$ cat src/rtl/kfps2kb_pkg.sv
// Shared definitions for the KFPS2KB PS/2 keyboard blocks: transmit FSM states,
// frame positions counted in device-clock falling edges, and the parity helper.
package kfps2kb_pkg;

  typedef enum logic [2:0] {
    ST_IDLE,
    ST_INHIBIT,
    ST_REQUEST,
    ST_SEND,
    ST_WAIT_IDLE,
    ST_ERROR
  } send_state_t;

  localparam int PS2_DATA_BITS   = 8;
  localparam int PS2_FALL_PARITY = 9;
  localparam int PS2_FALL_STOP   = 10;
  localparam int PS2_FALL_ACK    = 11;

  function automatic logic ps2_odd_parity(input logic [7:0] value);
    return ~^value;
  endfunction

endpackage

$ cat src/rtl/kfps2kb_send_command_if.sv
// Host-side command handshake of the PS/2 transmitter: request/byte in,
// busy/done/error status and the receiver inhibit flag out.
interface kfps2kb_send_command_if;
  import kfps2kb_pkg::*;

  logic       send_request;
  logic [7:0] send_data;
  logic       busy;
  logic       done;
  logic       error;
  logic       receiver_inhibit;

  modport master (
    output send_request, send_data,
    input  busy, done, error, receiver_inhibit
  );

  modport slave (
    input  send_request, send_data,
    output busy, done, error, receiver_inhibit
  );

endinterface

$ cat src/rtl/kfps2kb_sync_edge.sv
// Two-flop synchronizer for an asynchronous PS/2 line plus a falling-edge strobe
// taken from a third, delayed flop. Shared with the receiver.
module kfps2kb_sync_edge
  import kfps2kb_pkg::*;
(
  input  logic clock,
  input  logic reset,
  input  logic line,
  output logic sync,
  output logic fall
);

  logic meta;
  logic stage;
  logic delayed;

  // Flops come up high (idle bus level) so leaving reset never fakes an edge.
  always_ff @(posedge clock or posedge reset) begin
    if (reset) begin
      meta    <= 1'b1;
      stage   <= 1'b1;
      delayed <= 1'b1;
    end else begin
      meta    <= line;
      stage   <= meta;
      delayed <= stage;
    end
  end

  assign sync = stage;
  assign fall = delayed & ~stage;

endmodule

$ cat src/rtl/kfps2kb_send_command.sv
// Host-to-device PS/2 transmitter: inhibits the bus, requests to send, then
// shifts one command byte out on device-clock falling edges and checks the ACK.
module kfps2kb_send_command
  import kfps2kb_pkg::*;
#(
  parameter int INHIBIT_CYCLES = 5000,
  parameter int TIMEOUT_CYCLES = 1_000_000
) (
  input  logic clock,
  input  logic reset,
  input  logic device_clock,
  input  logic device_data,
  output logic device_clock_oe,
  output logic device_data_oe,
  kfps2kb_send_command_if.slave host
);

  localparam int TIMER_MAX = (INHIBIT_CYCLES > TIMEOUT_CYCLES) ? INHIBIT_CYCLES : TIMEOUT_CYCLES;
  localparam int TIMER_W   = $clog2(TIMER_MAX + 1);
  localparam logic [TIMER_W-1:0] INHIBIT_LAST = TIMER_W'(INHIBIT_CYCLES - 1);
  localparam logic [TIMER_W-1:0] TIMEOUT_LAST = TIMER_W'(TIMEOUT_CYCLES - 1);

  send_state_t        state, state_next;
  logic [TIMER_W-1:0] timer, timer_next;
  logic [3:0]         fall_count, fall_count_next, fall_number;
  logic [7:0]         shift_q, shift_next;
  logic               parity_q, parity_next;
  logic               clock_oe_q, clock_oe_next;
  logic               data_oe_q, data_oe_next;
  logic               done_q, done_next;

  logic clock_sync;
  logic clock_fall;
  logic data_meta;
  logic data_sync;

  kfps2kb_sync_edge u_clock_sync (
    .clock (clock),
    .reset (reset),
    .line  (device_clock),
    .sync  (clock_sync),
    .fall  (clock_fall)
  );

  always_ff @(posedge clock or posedge reset) begin
    if (reset) begin
      data_meta <= 1'b1;
      data_sync <= 1'b1;
    end else begin
      data_meta <= device_data;
      data_sync <= data_meta;
    end
  end

  assign fall_number = fall_count + 4'd1;

  always_ff @(posedge clock or posedge reset) begin
    if (reset) begin
      state      <= ST_IDLE;
      timer      <= '0;
      fall_count <= '0;
      shift_q    <= '0;
      parity_q   <= 1'b0;
      clock_oe_q <= 1'b0;
      data_oe_q  <= 1'b0;
      done_q     <= 1'b0;
    end else begin
      state      <= state_next;
      timer      <= timer_next;
      fall_count <= fall_count_next;
      shift_q    <= shift_next;
      parity_q   <= parity_next;
      clock_oe_q <= clock_oe_next;
      data_oe_q  <= data_oe_next;
      done_q     <= done_next;
    end
  end

  // The shared timer paces INHIBIT and acts as the watchdog elsewhere.
  always_comb begin
    state_next      = state;
    timer_next      = timer + 1'b1;
    fall_count_next = fall_count;
    shift_next      = shift_q;
    parity_next     = parity_q;
    clock_oe_next   = clock_oe_q;
    data_oe_next    = data_oe_q;
    done_next       = 1'b0;

    case (state)
      ST_IDLE: begin
        timer_next    = '0;
        clock_oe_next = 1'b0;
        data_oe_next  = 1'b0;
        if (host.send_request) begin
          shift_next    = host.send_data;
          parity_next   = ps2_odd_parity(host.send_data);
          clock_oe_next = 1'b1;
          state_next    = ST_INHIBIT;
        end
      end
      ST_INHIBIT: begin
        if (timer == INHIBIT_LAST) begin
          clock_oe_next = 1'b0;
          data_oe_next  = 1'b1;
          state_next    = ST_REQUEST;
        end
      end
      ST_REQUEST: begin
        fall_count_next = '0;
        state_next      = ST_SEND;
      end
      ST_SEND: begin
        if (clock_fall) begin
          timer_next      = '0;
          fall_count_next = fall_number;
          if (fall_number <= 4'(PS2_DATA_BITS)) begin
            data_oe_next = ~shift_q[0];
            shift_next   = {1'b0, shift_q[7:1]};
          end else if (fall_number == 4'(PS2_FALL_PARITY)) begin
            data_oe_next = ~parity_q;
          end else if (fall_number == 4'(PS2_FALL_STOP)) begin
            data_oe_next = 1'b0;
          end else begin
            state_next = data_sync ? ST_ERROR : ST_WAIT_IDLE;
          end
        end else if (timer == TIMEOUT_LAST) begin
          state_next = ST_ERROR;
        end
      end
      ST_WAIT_IDLE: begin
        if (clock_sync && data_sync) begin
          done_next  = 1'b1;
          state_next = ST_IDLE;
        end else if (timer == TIMEOUT_LAST) begin
          state_next = ST_ERROR;
        end
      end
      ST_ERROR: begin
        state_next = ST_IDLE;
      end
      default: begin
        state_next = ST_IDLE;
      end
    endcase

    if (state_next == ST_ERROR) begin
      clock_oe_next = 1'b0;
      data_oe_next  = 1'b0;
    end
    if (state_next != state) begin
      timer_next = '0;
    end
  end

  assign device_clock_oe       = clock_oe_q;
  assign device_data_oe        = data_oe_q;
  assign host.busy             = (state != ST_IDLE) && (state != ST_ERROR);
  assign host.receiver_inhibit = host.busy;
  assign host.done             = done_q;
  assign host.error            = (state == ST_ERROR);

endmodule

$ cat src/flat_wrapper.sv
// flat-port wrapper written by rule: the top's interface ports become plain ports
module kfps2kb_send_command_flat import kfps2kb_pkg::*;
#(
  parameter int INHIBIT_CYCLES = 5000,
  parameter int TIMEOUT_CYCLES = 1_000_000
)
  (clock, reset, device_clock, device_data, device_clock_oe, device_data_oe, host_send_request, host_send_data, host_busy, host_done, host_error, host_receiver_inhibit);
  kfps2kb_send_command_if host_i ();
  input  logic clock;
  input  logic reset;
  input  logic device_clock;
  input  logic device_data;
  output logic device_clock_oe;
  output logic device_data_oe;
  input wire logic [$bits(host_i.send_request)-1:0] host_send_request;
  input wire logic [$bits(host_i.send_data)-1:0] host_send_data;
  output wire logic [$bits(host_i.busy)-1:0] host_busy;
  output wire logic [$bits(host_i.done)-1:0] host_done;
  output wire logic [$bits(host_i.error)-1:0] host_error;
  output wire logic [$bits(host_i.receiver_inhibit)-1:0] host_receiver_inhibit;
  assign host_i.send_request = host_send_request;
  assign host_i.send_data = host_send_data;
  assign host_busy = host_i.busy;
  assign host_done = host_i.done;
  assign host_error = host_i.error;
  assign host_receiver_inhibit = host_i.receiver_inhibit;
  kfps2kb_send_command #(.INHIBIT_CYCLES(INHIBIT_CYCLES), .TIMEOUT_CYCLES(TIMEOUT_CYCLES)) u_core (.clock(clock), .reset(reset), .device_clock(device_clock), .device_data(device_data), .device_clock_oe(device_clock_oe), .device_data_oe(device_data_oe), .host(host_i));
endmodule
$ cat config.mk
export PLATFORM = sky130hd
export DESIGN_NAME = kfps2kb_send_command_flat
export DESIGN_NICKNAME = d
export VERILOG_FILES = /design/src/rtl/kfps2kb_pkg.sv /design/src/rtl/kfps2kb_send_command_if.sv /design/src/rtl/kfps2kb_sync_edge.sv /design/src/rtl/kfps2kb_send_command.sv /design/src/flat_wrapper.sv
export SDC_FILE = /design/constraint.sdc
export NUM_CORES = 1
export LEC_CHECK = 0
export CAP_MARGIN = 10
export CORE_MARGIN = 2
export CORE_UTILIZATION = 62
export DETAILED_ROUTE_END_ITERATION = 16
export PLACE_DENSITY = 0.84
export SLEW_MARGIN = 20
export SYNTH_ARGS = -nofsm -noshare
export SYNTH_HDL_FRONTEND = slang
export SYNTH_HIERARCHICAL = 1
export SYNTH_SLANG_ARGS = --single-unit
$ cat constraint.sdc
create_clock -name clock -period 3.5 [get_ports clock]
set_clock_uncertainty 0.05 [all_clocks]
set_input_delay 1.05 -clock clock [delete_from_list [all_inputs] [get_ports clock]]
set_output_delay 1.05 -clock clock [all_outputs]
set_load 0.02 [all_outputs]
# [Yosys cells after proc, flatten, opt, wreduce, memory -nomap -nowiden]
# Index checks and enable logic that the tools add are counted.
[totals] reg_bits=44 inputBits=13
[op_classes] mux=32 addsub=2 eq_ne=18 n_reduce_logical=14 order_cmp=1 n_bitwise=4
[op_table] op="20-bit two-way mux" n=2
[op_table] op="20-bit case mux with 2 select lines" n=1
[op_table] op="3-bit two-way mux" n=8
[op_table] op="8-bit two-way mux" n=3
[op_table] op="20-bit by 1-bit adder with 20-bit output (second input constant)" n=1
[op_table] op="20-bit by 13-bit equality test with 1-bit output (second input constant)" n=1
[op_table] op="20-bit equality test (second input constant)" n=1
[op_table] op="8-bit case mux with 2 select lines" n=1
[op_table] op="3-bit case mux with 5 select lines" n=1
[op_table] op="1-bit two-way mux" n=12
[op_table] op="3-bit equality test (second input constant)" n=3
[op_table] op="4-bit equality test (second input constant)" n=2
[op_table] op="4-bit case mux with 2 select lines" n=1
[op_table] op="4-bit AND reduction" n=2
[op_table] op="8-bit XNOR reduction" n=1
[op_table] op="3-bit by 2-bit equality test with 1-bit output (second input constant)" n=2
[op_table] op="3-bit by 1-bit inequality test with 1-bit output (second input constant)" n=2
[op_table] op="2-bit AND reduction" n=3
[op_table] op="3-bit nonzero test" n=2
[op_table] op="5-bit by 1-bit inequality test with 1-bit output (second input constant)" n=1
[op_table] op="4-bit by 1-bit adder with 4-bit output (second input constant)" n=1
[op_table] op="4-bit <= comparator (second input constant)" n=1
[op_table] op="4-bit two-way mux" n=1
[op_table] op="2-bit by 1-bit inequality test with 1-bit output (second input constant)" n=2
[op_table] op="12 further kinds" n=16

# [Longest topological paths before layout]
[logic_depth] word_depth=10 mapped_depth=9 ltp_nobuf=8

# [By module]
# Netlist, hierarchy kept.
[modules_own_cells] mod="kfps2kb_send_command" area_each_um2=2367.3 cells_each=267 seq_area_each_um2=1028.5 n_inst=1
[modules_own_cells] mod="kfps2kb_sync_edge" area_each_um2=96.3 cells_each=5 seq_area_each_um2=78.8 n_inst=1

# [Least setup slack after synthesis]
# Ideal clock, no wire load.
[synth_path] path_type="register to register" from="register u_core.timer[0]" to="register u_core.timer[19]" slack_ps=1165 arrival_ps=2166 setup_time_ps=119 n_path_buf=1 path_stages_with_launch=9 path_cell_list="dfrtp_1 ha_1 or4b_4 nor4_4 a31oi_1 a211o_1 a31oi_4 buf_6 nor2_2"
[synth_between] elab_chain_len=6
[synth_lines] item="from (decl)" line="kfps2kb_send_command.sv:24" source="logic [TIMER_W-1:0] timer, timer_next;"
[synth_lines] item="from (signal assigned)" line="kfps2kb_send_command.sv:69" source="timer <= timer_next;"
[synth_lines] item="parallel branches: the longest is 5 deep, another holds 20-bit by 1-bit adder with 20-bit output"
[synth_lines] item="20-bit two-way mux *" line="kfps2kb_send_command.sv:151" source="if (state_next != state) begin"
[synth_lines] item="net u_core.timer_next[19]" line="kfps2kb_send_command.sv:24"
# Mark *: on every way through the listed nets, which the timed path passes.
# A chain may end at the register's enable or synchronous reset.

# [Worst setup path in the final report]
[layout_path] from="register u_core.state[0]" to="output host_error"
[layout_between] elab_chain_len=1
[layout_lines] item="from (decl)" line="kfps2kb_send_command.sv:23" source="send_state_t state, state_next;"
[layout_lines] item="from (signal assigned)" line="kfps2kb_send_command.sv:68" source="state <= state_next;"
[layout_lines] item="3-bit equality test" line="kfps2kb_send_command.sv:161" source="assign host.error = (state == ST_ERROR);"
[layout_lines] item="to (decl)" line="flat_wrapper.sv:19" source="output wire logic [$bits(host_i.error)-1:0] host_error;"
# Every way passes these cells.

==> out/qor.yml <==
syn_inst: 272
regToRegSetupSlack_ns: 0.84
synth-edff-count: 0
yosys.area_share.adder_pct: 2.539
path_cells: "inv_1 > nor3_1 > clkdlybuf4s50_1"
worst_setup_path_end_kind: "output pin"
ys_ff_latch: 44
powerDensity_nw_per_um2: 345.5
finalCriticalPeriod_ns: 3.163
dp_slack_ns: 0.5171
synth_fp_nets: 290
crit_slowest_cell: "dfrtp_1"
cts_root_buffer: "clkbuf_8"
status: "complete, no violations"
drc: 0
h-tree-depth: 2
avgSynthCellArea_sq_um: 9.057
maxSlewViolCount: 0
synth_flop_cell: "dfrtp_1"
die_y_um: 67.04
numClockSinks: 44
cap_violations: 0
cts_resized: 0
start_util_pct: 65.81
synth_top_family_by_area: "simple AND/OR/NAND/NOR gates"
hp-class: "reg2reg"
final_hold_viol_count: 0
cp.arrival_ns: 2.06
insertedDiodeCount: 0
drtIter0Drc: 204
synth-simple-area-share_pct: 27.17
dieArea_sq_um: 4494
grt_max_degree: 42
fp-row-count: 22
ys_types: 49
layout_commonest_cell: "dfrtp_1"
postCtsSetupBuffers: 0
dr.pass1.iters: 4
grt_overflow: 0
avgRoutedWirePerCell_um: 14.39
cts_tree: "built"
ios: 19
finalSetupTns_ns: 0
async_reset_ff_share_pct: 100.0
finalNetCount: 309
fmaxAchievable_mhz: 316.2
setup_slack_ns: 0.3373
die_w_um: 67.04
slew_headroom_pct: 56.37
place_hpwl_um: 3428
via_per_inst: 5.712
grt_pass1_wl_um: 8342
core_region_area_sq_um: 3744
leakagePower_nw: 1.139
final_antenna_net_count: 0
rsz0062_at_grt: "no"
critPathMaxFanout: 13
hold_buffers: 0
synthXorXnorAreaFrac_pct: 9.243
synth_area_sq_um: 2464
setup_violations: 0
yosysWarningCount: 6
fin_crit_sh_pct: 90.36
final_cell_area_sq_um: 2800
antenna_found_initial: 0
detailroute.via_count: 1942
gp_congestion: 0.8657
drive_gt1_share_pct: 11.99
synthMuxAreaShare_pct: 0.4063
cp.required_ns: 2.40
wl_um: 4892
clockBufferDepth: 2
area_growth_pct: 13.66
yosysSeqAreaShare_pct: 44.95
cts_made_buffers: 5
vdd_drop_max_v: 0.0002943
worst_slew_pin_slew_ns: 0.6456
most-common-layout-cells: "dfrtp_1, nand2_1, nor2_1"
synth_compound_area_share_pct: 11.17
post_dp_cell_area_sq_um: 2679
path_clk_slew_ns: 0.08
grt_pass1_vias: 1803
critPathKind: "reg2out"
portBuffers: 18
grt_usage_pct: 24.99
clock_latency_ns: 0.30
max_stage_delay_ns: 0.64
critPathLaunchType: "flop"
area by class of cell:
type | instances | area (sq um)
multi-input combinational | 204 | 1245
sequential | 44 | 1107
fill | 294 | 943.4
timing repair buffer | 23 | 217.7
clock buffer | 6 | 82.58
tap | 48 | 60.06
inverter | 13 | 48.80
clock inverter | 2 | 38.79
registers in the layout, indices dropped and copies added (netlist names):
name	count
u_core/data_meta	1
u_core/data_sync	1
u_core/device_clock_oe	1
u_core/device_data_oe	1
u_core/fall_count	4
u_core/host.done	1
u_core/parity_q	1
u_core/shift_q	8
u_core/state	3
u_core/timer	20
u_core/u_clock_sync/delayed	1
u_core/u_clock_sync/meta	1
u_core/u_clock_sync/sync	1
cells in the mapped netlist, types with 2 or more instances:
master    count  area (sq um)
nand3b_1      2         15.01
nor2_1       31         116.4
xnor2_1      18         157.7
nand2_1      36         135.1
nor2_2        8         50.05
o21ai_0       9         45.04
xor2_1        8         70.07
buf_2         2         10.01
a21oi_1       9         45.04
and2_1        2         12.51
nand3_1      15         75.07
nor3_1        9         45.04
clkbuf_1      6         22.52
inv_1        12         45.04
o31ai_1       2         15.01
dfstp_2       5         131.4
buf_6         2         22.52
nand4_1       5         31.28
nor4b_1       2         17.52
dfrtp_1      39         975.9
ha_1          5         62.56
nor4_1        5         31.28
a31oi_1       9         56.30
and3_1        6         37.54
worst max-delay path, delay by kind of cell, from the launching register on:
family,cells,cell delay (ns)
buf+inv,2,0.89
flops,1,0.64
simple gates,1,0.23
power by group:
group	switching, mW	total (mW)	internal (mW)
combinational	0.0237	0.0468	0.0231
sequential	0.00185	0.515	0.513
clock	0.172	0.406	0.233
total	0.198	0.967	0.770
path summary, 6_finish.rpt:
| kind | from | endpoint | depth (start not counted) |
|---|---|---|---|
| max in group asynchronous | reset | u_core/data_meta | 3 |
| max reg2reg | u_core/timer[0] | u_core/timer[17] | 8 |
| min reg2reg | u_core/u_clock_sync/meta | u_core/u_clock_sync/sync | 0 |
| min in group asynchronous | reset | u_core/u_clock_sync/sync | 2 |
| max | u_core/state[0] | host_error | 3 |
| min | u_core/u_clock_sync/meta | u_core/u_clock_sync/sync | 0 |
kinds of logic (layout without fill, tap and decap cells):
logic type | Yosys count | in the layout
and+or+nand+nor | 131 | 131
xor gates and xnor gates | 26 | 26
muxes | 1 | 1
AOI/OAI and AO/OA | 41 | 41
adders and majority gates | 5 | 5
buffers and inverters | 24 | 44
DFF | 44 | 44
metrics by stage:
step           hold slack, ns  power, mW  cells  utilization, %
3_5_place_dp           0.3025     0.5724    332           71.56
4_1_cts                0.3117     0.9824    340           74.80
2_1_floorplan          0.2952     0.5498    272               -
6_report               0.3082     0.9674    340           74.80
3_3_place_gp           0.2964     0.5715    332           71.56
5_1_grt                0.3137      1.016    340           74.80
metal layers:
layer | vias to the layer above | GRT usage (%) | part of all wire, %
met1 | 911 | 34.57 | 46
met2 | 48 | 38.49 | 48
li1 | 976 | - | -
met4 | 0 | 9.949 | 1.4
met3 | 7 | 4.730 | 4.6
met5 | - | 0 | 0
(Power assumes the default switching activity.)
